$ cat src/rtl/mux2_arb_pkg.sv
// Shared types and constants for the two-requester round-robin mux arbiter.
package mux2_arb_pkg;

  typedef enum logic [1:0] {
    IDLE = 2'd0,
    OWN0 = 2'd1,
    OWN1 = 2'd2
  } state_t;

  localparam logic REQ0 = 1'b0;
  localparam logic REQ1 = 1'b1;

endpackage

$ cat src/rtl/mux2_dp.sv
// Shared 2:1 datapath mux: routes the granted requester's beat downstream.
// When nothing is granted (en = 0) the forwarded beat is forced to zero.
module mux2_dp #(
  parameter int WIDTH = 8
) (
  input  logic             sel,
  input  logic             en,
  input  logic [WIDTH-1:0] data0,
  input  logic [WIDTH-1:0] data1,
  input  logic             last0,
  input  logic             last1,
  output logic [WIDTH-1:0] out_data,
  output logic             out_last
);

  // Select the beat and its last flag, gated by grant ownership.
  always_comb begin
    out_data = '0;
    out_last = 1'b0;
    if (en) begin
      out_data = sel ? data1 : data0;
      out_last = sel ? last1 : last0;
    end
  end

endmodule

$ cat src/rtl/mux2_rr_arbiter.sv
// Round-robin arbiter owning the select line of a shared 2:1 datapath mux.
// Grants whole bursts; a grant ends on a transferred last beat or when the
// owner drops its request, always followed by one IDLE bubble cycle.
// Optional hold watchdog compiled in with ARB_WATCHDOG_EN (adds wdog_fire).
//
//   state | meaning
//   IDLE  | no owner; arbitrate using the priority pointer
//   OWN0  | requester 0 owns the mux (sel = 0)
//   OWN1  | requester 1 owns the mux (sel = 1)
module mux2_rr_arbiter
  import mux2_arb_pkg::*;
#(
  parameter int WIDTH    = 8,
  parameter int MAX_HOLD = 16
) (
  input  logic             clk,
  input  logic             rst,
  input  logic             req0,
  input  logic [WIDTH-1:0] data0,
  input  logic             last0,
  input  logic             req1,
  input  logic [WIDTH-1:0] data1,
  input  logic             last1,
  output logic             gnt0,
  output logic             gnt1,
  output logic             ack0,
  output logic             ack1,
  output logic             sel,
  output logic             out_valid,
  output logic [WIDTH-1:0] out_data,
  output logic             out_last,
  input  logic             out_ready
`ifdef ARB_WATCHDOG_EN
  ,
  output logic             wdog_fire
`endif
);

  state_t state;
  state_t state_nxt;
  logic   ptr;
  logic   hold_expire;

  // Grant and select are straight decodes of the state register.
  assign gnt0 = (state == OWN0);
  assign gnt1 = (state == OWN1);
  assign sel  = gnt1;

  assign ack0      = gnt0 & req0 & out_ready;
  assign ack1      = gnt1 & req1 & out_ready;
  assign out_valid = (gnt0 & req0) | (gnt1 & req1);

  mux2_dp #(
    .WIDTH(WIDTH)
  ) u_dp (
    .sel     (sel),
    .en      (gnt0 | gnt1),
    .data0   (data0),
    .data1   (data1),
    .last0   (last0),
    .last1   (last1),
    .out_data(out_data),
    .out_last(out_last)
  );

`ifdef ARB_WATCHDOG_EN
  localparam int HOLD_W = $clog2(MAX_HOLD + 1);

  logic [HOLD_W-1:0] hold_cnt;

  // Expire on the MAX_HOLD-th grant cycle, so the grant lasts MAX_HOLD cycles.
  assign hold_expire = (state != IDLE) && (hold_cnt == HOLD_W'(MAX_HOLD - 1));

  // Hold counter runs while a grant is held and clears whenever IDLE is entered.
  always_ff @(posedge clk or posedge rst) begin
    if (rst) begin
      hold_cnt  <= '0;
      wdog_fire <= 1'b0;
    end else begin
      wdog_fire <= hold_expire;
      if (state_nxt == IDLE) begin
        hold_cnt <= '0;
      end else if (state != IDLE) begin
        hold_cnt <= hold_cnt + 1'b1;
      end
    end
  end
`else
  assign hold_expire = 1'b0;

  // MAX_HOLD only sizes the watchdog; this empty guard keeps it referenced.
  if (MAX_HOLD < 1) begin : g_max_hold_unused
  end
`endif

  // Next-state arbitration and burst release.
  always_comb begin
    state_nxt = state;
    case (state)
      IDLE: begin
        if (req0 && req1) begin
          state_nxt = (ptr == REQ1) ? OWN1 : OWN0;
        end else if (req0) begin
          state_nxt = OWN0;
        end else if (req1) begin
          state_nxt = OWN1;
        end
      end
      OWN0: begin
        if (!req0 || (ack0 && last0) || hold_expire) begin
          state_nxt = IDLE;
        end
      end
      OWN1: begin
        if (!req1 || (ack1 && last1) || hold_expire) begin
          state_nxt = IDLE;
        end
      end
      default: state_nxt = IDLE;
    endcase
  end

  // State register and priority pointer; pointer flips to the other side on release.
  always_ff @(posedge clk or posedge rst) begin
    if (rst) begin
      state <= IDLE;
      ptr   <= REQ0;
    end else begin
      state <= state_nxt;
      if (state == OWN0 && state_nxt == IDLE) begin
        ptr <= REQ1;
      end else if (state == OWN1 && state_nxt == IDLE) begin
        ptr <= REQ0;
      end
    end
  end

endmodule

$ cat config.mk
export PLATFORM = sky130hd
export DESIGN_NAME = mux2_rr_arbiter
export DESIGN_NICKNAME = d
export VERILOG_FILES = /design/src/rtl/mux2_arb_pkg.sv /design/src/rtl/mux2_dp.sv /design/src/rtl/mux2_rr_arbiter.sv
export SDC_FILE = /design/constraint.sdc
export NUM_CORES = 1
export LEC_CHECK = 0
export CAP_MARGIN = 20
export CORE_UTILIZATION = 25
export CTS_CLUSTER_SIZE = 8
export DETAILED_ROUTE_END_ITERATION = 6
export PLACE_DENSITY = 0.62
export SLEW_MARGIN = 20
export SYNTH_ARGS = -nofsm -noshare
export SYNTH_HDL_FRONTEND = slang
export SYNTH_HIERARCHICAL = 1
export SYNTH_SLANG_ARGS = --single-unit
export TNS_END_PERCENT = 5
$ cat constraint.sdc
create_clock -name clk -period 3.95 [get_ports clk]
set_input_delay 0.5925 -clock clk [delete_from_list [all_inputs] [get_ports clk]]
set_output_delay 0.5925 -clock clk [all_outputs]
set_load 0.005 [all_outputs]
After elaboration in Yosys (flattened, before gate mapping)

Index checks and enable logic that the tools add are counted.

Bitwise operators: 6
Mux-type cells: 13
Equal/unequal tests: 2
Reductions and logical operators: 12

Operators by type and width:

| cell                                                 | count |
|---|---|
| 2-to-1 mux 8 bit                                     | 2 |
| 2-to-1 mux 2 bit                                     | 6 |
| case mux 2 bit (3 select lines)                      | 1 |
| logical AND 1 bit                                    | 5 |
| AND 1 bit                                            | 4 |
| zero test 2 bit                                      | 2 |
| 2-to-1 mux 1 bit                                     | 4 |
| equality test 2 x 1 -> 1 bit (second input constant) | 1 |
| equality test 2 bit (second input constant)          | 1 |
| zero test 1 bit                                      | 2 |
| logical OR 1 bit                                     | 2 |
| OR 1 bit                                             | 2 |
| nonzero test 2 bit                                   | 1 |

Register bits after elaboration: 3
Word-level logic and storage cells: 35
Output and inout bits: 15

Logic depth before layout (Yosys ltp)

Word-level depth: 11
Mapped depth: 6

Hierarchy

Netlist, hierarchy kept.

By module, submodules not included:

| module          | cells each | times used | seq. area each (µm²) | area an instance (µm²) |
|---|---|---|---|---|
| mux2_rr_arbiter | 36         | 1          | 75.1                 | 301.5 |
| mux2_dp         | 19         | 1          | 0.0                  | 157.7 |

Worst setup path after synthesis

No wires, ideal clock.

Path type: flip-flop to output port
From: register state[0]
To: output out_data[0]
Stages on the path, launching flop included: 6
Path buffers: 1
Data arrival time: 1.179 ns
Slack: 2.179 ns
Path through: dfrtp_1 -> inv_1 -> ha_1 -> buf_6 -> mux2i_1 -> nor2b_1

Cells in the longest elaborated chain, start to end: 3

RTL lines:

| what                                                | line                                 | RTL |
|---|---|---|
| from (decl)                                         | mux2_rr_arbiter.sv:39                | `state_t state;` |
| from (signal assigned)                              | mux2_rr_arbiter.sv:129               | `state <= state_nxt;` |
| equality test 2 bit (*)                             | mux2_rr_arbiter.sv:46                | `assign gnt1 = (state == OWN1);` |
| via gnt1                                            | mux2_rr_arbiter.sv:25                | `output logic gnt1,` |
| 2-to-1 mux 8 bit / OR 1 bit (equally long branches) | mux2_dp.sv:21, mux2_rr_arbiter.sv:57 |  |
| 2-to-1 mux 8 bit (*)                                | mux2_dp.sv:20                        | `if (en) begin` |
| to (decl)                                           | mux2_rr_arbiter.sv:30                | `output logic [WIDTH-1:0] out_data,` |

The timed path passes the listed nets; every way through them passes the cells marked *.

Worst setup path in the final report

From: register state[0]
To: output out_data[6]

Cells in the longest elaborated chain, start to end: 3

RTL lines:

| what                                                                       | line |
|---|---|
| equality test 2 bit / equality test 2 x 1 -> 1 bit (equally long branches) | mux2_rr_arbiter.sv:46, mux2_rr_arbiter.sv:45 |
| 2-to-1 mux 8 bit / OR 1 bit (equally long branches)                        | mux2_dp.sv:21, mux2_rr_arbiter.sv:57 |
| 2-to-1 mux 8 bit (*)                                                       | mux2_dp.sv:20 |

Every way passes the cells marked *; elsewhere a longest branch is shown, timed or not.

==> metrics.log <==
INFO  metric timing.reg2reg.worst_path_depth = 5
INFO  metric gpl.final_weighted_congestion = 0.821
INFO  metric slew_headroom = 54.6%
INFO  metric worst_hold_class = primary input to asynchronous set/reset pin
INFO  metric netlist_top_cells_area = sky130_fd_sc_hd__mux2i_1 (22%), sky130_fd_sc_hd__dfrtp_1 (16%), sky130_fd_sc_hd__nor2b_1 (12%), sky130_fd_sc_hd__ha_1 (11%), sky130_fd_sc_hd__a22oi_1 (3.3%)
INFO  metric design.die.area = 2010 um^2
INFO  metric layout-drive-gt1-share = 7.45%
INFO  metric critical_path.startpoint = state[0]
INFO  metric worstPathMaxFanout = 15
INFO  metric drt_wl_total = 1.19 mm
INFO  metric synth_top_area_share = 21.8%
INFO  metric ctsRootBufferMaster = sky130_fd_sc_hd__clkbuf_4
INFO  metric clkTransAtPathRegs = 0.04 ns
INFO  metric clock_skew = 0.00226 ns
INFO  metric global_route.overflow_total = 0
INFO  metric post-synth-top-count-cell = sky130_fd_sc_hd__mux2i_1
INFO  metric setup.reg_to_reg.worst_slack = 2.13 ns
INFO  metric drt_pre_antenna_iters = 4
INFO  metric seq_total_area_yosys = 16.3%
INFO  metric final_area = 868 um^2
INFO  metric number_of_placed_instances_taps_included = 115
INFO  metric ios = 38
INFO  metric status = finished, final reports clean
INFO  metric buffer_ports.inserted = 37
INFO  metric place_area = 842 um^2
INFO  metric grt_use_total = 13.2%
INFO  metric drt_iter0_drc = 4
INFO  metric cp-endpoint = out_data[6]
INFO  metric fp.dieH = 44.9 um
INFO  metric ys_seq_elements = 3
INFO  metric dr_total_vias = 526
INFO  metric max_slew.worst_pin.slew = 0.680 ns
INFO  metric clock_path_buffers = 2
INFO  metric final.setup.worst_slack = 1.17 ns
INFO  metric cts_tree = built
INFO  metric cts_buffers = 3
INFO  metric synth.top_cells.by_count = sky130_fd_sc_hd__mux2i_1 (10), sky130_fd_sc_hd__nor2b_1 (9)
INFO  metric r2r-end = ptr
INFO  metric grt_start_max_net_pins = 16
INFO  metric number_of_enable_flip_flop_cells_after_synthesis = 0
INFO  metric count_of_hold_fix_buffers_inserted_at_cts = 0
INFO  metric postCtsSetupBuffers = 0
INFO  metric synth_cells = 55
INFO  metric worstReg2RegStart = state[0]
INFO  metric fp.coreArea = 1730 um^2
INFO  metric timing_worst_setup_path_type = register to output pin
INFO  metric drt-wirelength-per-cell = 10.0 um
INFO  metric detailedPlace.worstSlack = 1.41 ns
INFO  metric post-route-period-util = 70.3%
INFO  metric dieWidth = 44.9 um
INFO  metric dp_hpwl = 970 um
INFO  metric max_stage_delay = 0.60 ns
INFO  metric maxSlewViolCount = 0
INFO  metric critical_path.cell_chain = inv_1 > ha_1 > mux2i_1 > nor2b_1 > clkdlybuf4s50_1
INFO  metric starting_density_of_the_core = 26.6%
INFO  metric drt-vias-per-instance = 4.42
INFO  metric finalSetupTns = 0 ns
INFO  metric antenna_found_initial = 0
INFO  metric fmax = 360 MHz
INFO  metric number_of_global_route_vias_before_repair = 455
INFO  metric crit_slowest_cell = sky130_fd_sc_hd__ha_1
INFO  metric period_needed = 2.78 ns
INFO  metric unrepaired_setup_endpoints_after_global_routing = no
INFO  metric worstPathRequired = 3.36 ns
INFO  metric route.antenna.remaining_nets = 0
INFO  metric fillerInstances = 172
INFO  metric timing.max_cap.violations = 0
INFO  metric timing.final.setup_violations = 0
INFO  metric postSynth.topFlopCell = sky130_fd_sc_hd__dfrtp_1
INFO  metric power_leakage = 0.369 nW
INFO  metric drc = 0
INFO  metric clock_sinks = 3
INFO  metric start_kind = register
INFO  metric critPathCaptureType = output pin
INFO  metric synthDominantAreaCellType = sky130_fd_sc_hd__mux2i_1
INFO  metric postSynthAreaPerCell = 8.35 um^2
INFO  metric power_per_cell_area = 610 nW/um^2
INFO  metric post_synth_net_total = 82
INFO  metric fp-row-count = 15
INFO  metric cts_h_tree_depth = 1
INFO  metric n_antenna_cell = 0
INFO  metric finalHoldViolations = 0
INFO  metric post_cts_resized = 0
INFO  metric syn-cell-area = 459 um^2
INFO  metric yosysWarnings = 6
INFO  metric num-nets-final = 122
INFO  metric async_flop_share = 100%
INFO  metric yosysUniqueCellTypes = 23
INFO  metric postLayoutCoreUtil = 50.3%
INFO  metric worst_skew_pair.late_latency = 0.23 ns
INFO  metric post_layout_nonfiller_instances = 119
INFO  metric cp.arrival = 2.18 ns
INFO  metric syn2layout_area_growth = 89.1%
INFO  metric ir_drop = 269 uV
INFO  metric first_pass_grt_wire_length = 1.95 mm
metrics by stage:
stage          hold WS [ns]  total power, mW
6_report              0.525            0.530
5_1_grt               0.530            0.582
4_1_cts               0.523            0.538
3_5_place_dp          0.564            0.480
3_3_place_gp          0.588            0.482
2_1_floorplan         0.346            0.291
report_power, final:
| part | leakage, nW | total [mW] | switching, mW | internal, mW |
|---|---|---|---|---|
| combinational | 0.318 | 0.415 | 0.161 | 0.254 |
| clock | 0.0150 | 0.0537 | 0.0158 | 0.0379 |
| sequential | 0.0359 | 0.0610 | 0.0163 | 0.0447 |
logic make-up (layout without fill, tap and decap cells):
kind of cell,count (synthesis),after routing,share of synthesized area [%]
AOI/OAI and AO/OA,8,8,13.6
adders and majority gates,4,4,10.9
buffers and inverters,6,45,7.36
DFF,3,3,16.3
muxes,10,10,21.8
and+or+nand+nor,24,24,30.0
critical path: cells and delay by family (launching register included):
family	cells	cell delay (ns)
buffers and inverters	2	0.63
multiplexers	1	0.16
adder cells (fa/ha/maj)	1	0.60
AND/OR/NAND/NOR	1	0.14
flip-flops	1	0.42
metal layers:
layer	wire length, um	share of wire (%)	vias up	GRT usage, %
li1	-	-	269	-
met1	560	47	241	19.4
met2	578	49	16	17.9
met3	50	4.2	0	3.60
met4	0	0	0	5.45
met5	0	0	-	0
how the worst min path moves through the flow:
stage               slack (ns)       end  startpoint  depth (start not counted)
CTS                       0.52  state[0]         rst                          2
global route              0.53  state[0]         rst                          2
detailed placement        0.56       ptr         ptr                          2
floorplan                 0.35       ptr         rst                          1
global placement          0.59       ptr         ptr                          2
finish                    0.52  state[0]         rst                          2
registers in the layout, summed over array words and instances (netlist names):
register / flops
state: 2
ptr: 1
layout by cell type (no fill, tap or decap), types with 2 or more instances in the layout:
cell / n
sky130_fd_sc_hd__a22oi_1: 2
sky130_fd_sc_hd__clkbuf_4: 3
sky130_fd_sc_hd__clkdlybuf4s50_1: 37
sky130_fd_sc_hd__dfrtp_1: 3
sky130_fd_sc_hd__ha_1: 4
sky130_fd_sc_hd__inv_1: 4
sky130_fd_sc_hd__mux2i_1: 10
sky130_fd_sc_hd__nand2_1: 4
sky130_fd_sc_hd__nor2_1: 4
sky130_fd_sc_hd__nor2b_1: 9
cell type report:
cell class | instances | area (um^2) | share of cell area (%)
Clock buffer | 4 | 26.3 | 3.03
Inverter | 4 | 15.0 | 1.73
Multi-Input combinational cell | 46 | 350 | 40.3
Sequential cell | 3 | 75.1 | 8.65
Tap cell | 25 | 31.3 | 3.60
Timing Repair Buffer | 37 | 370 | 42.7
Note: power is estimated with default switching activity, not from simulation.
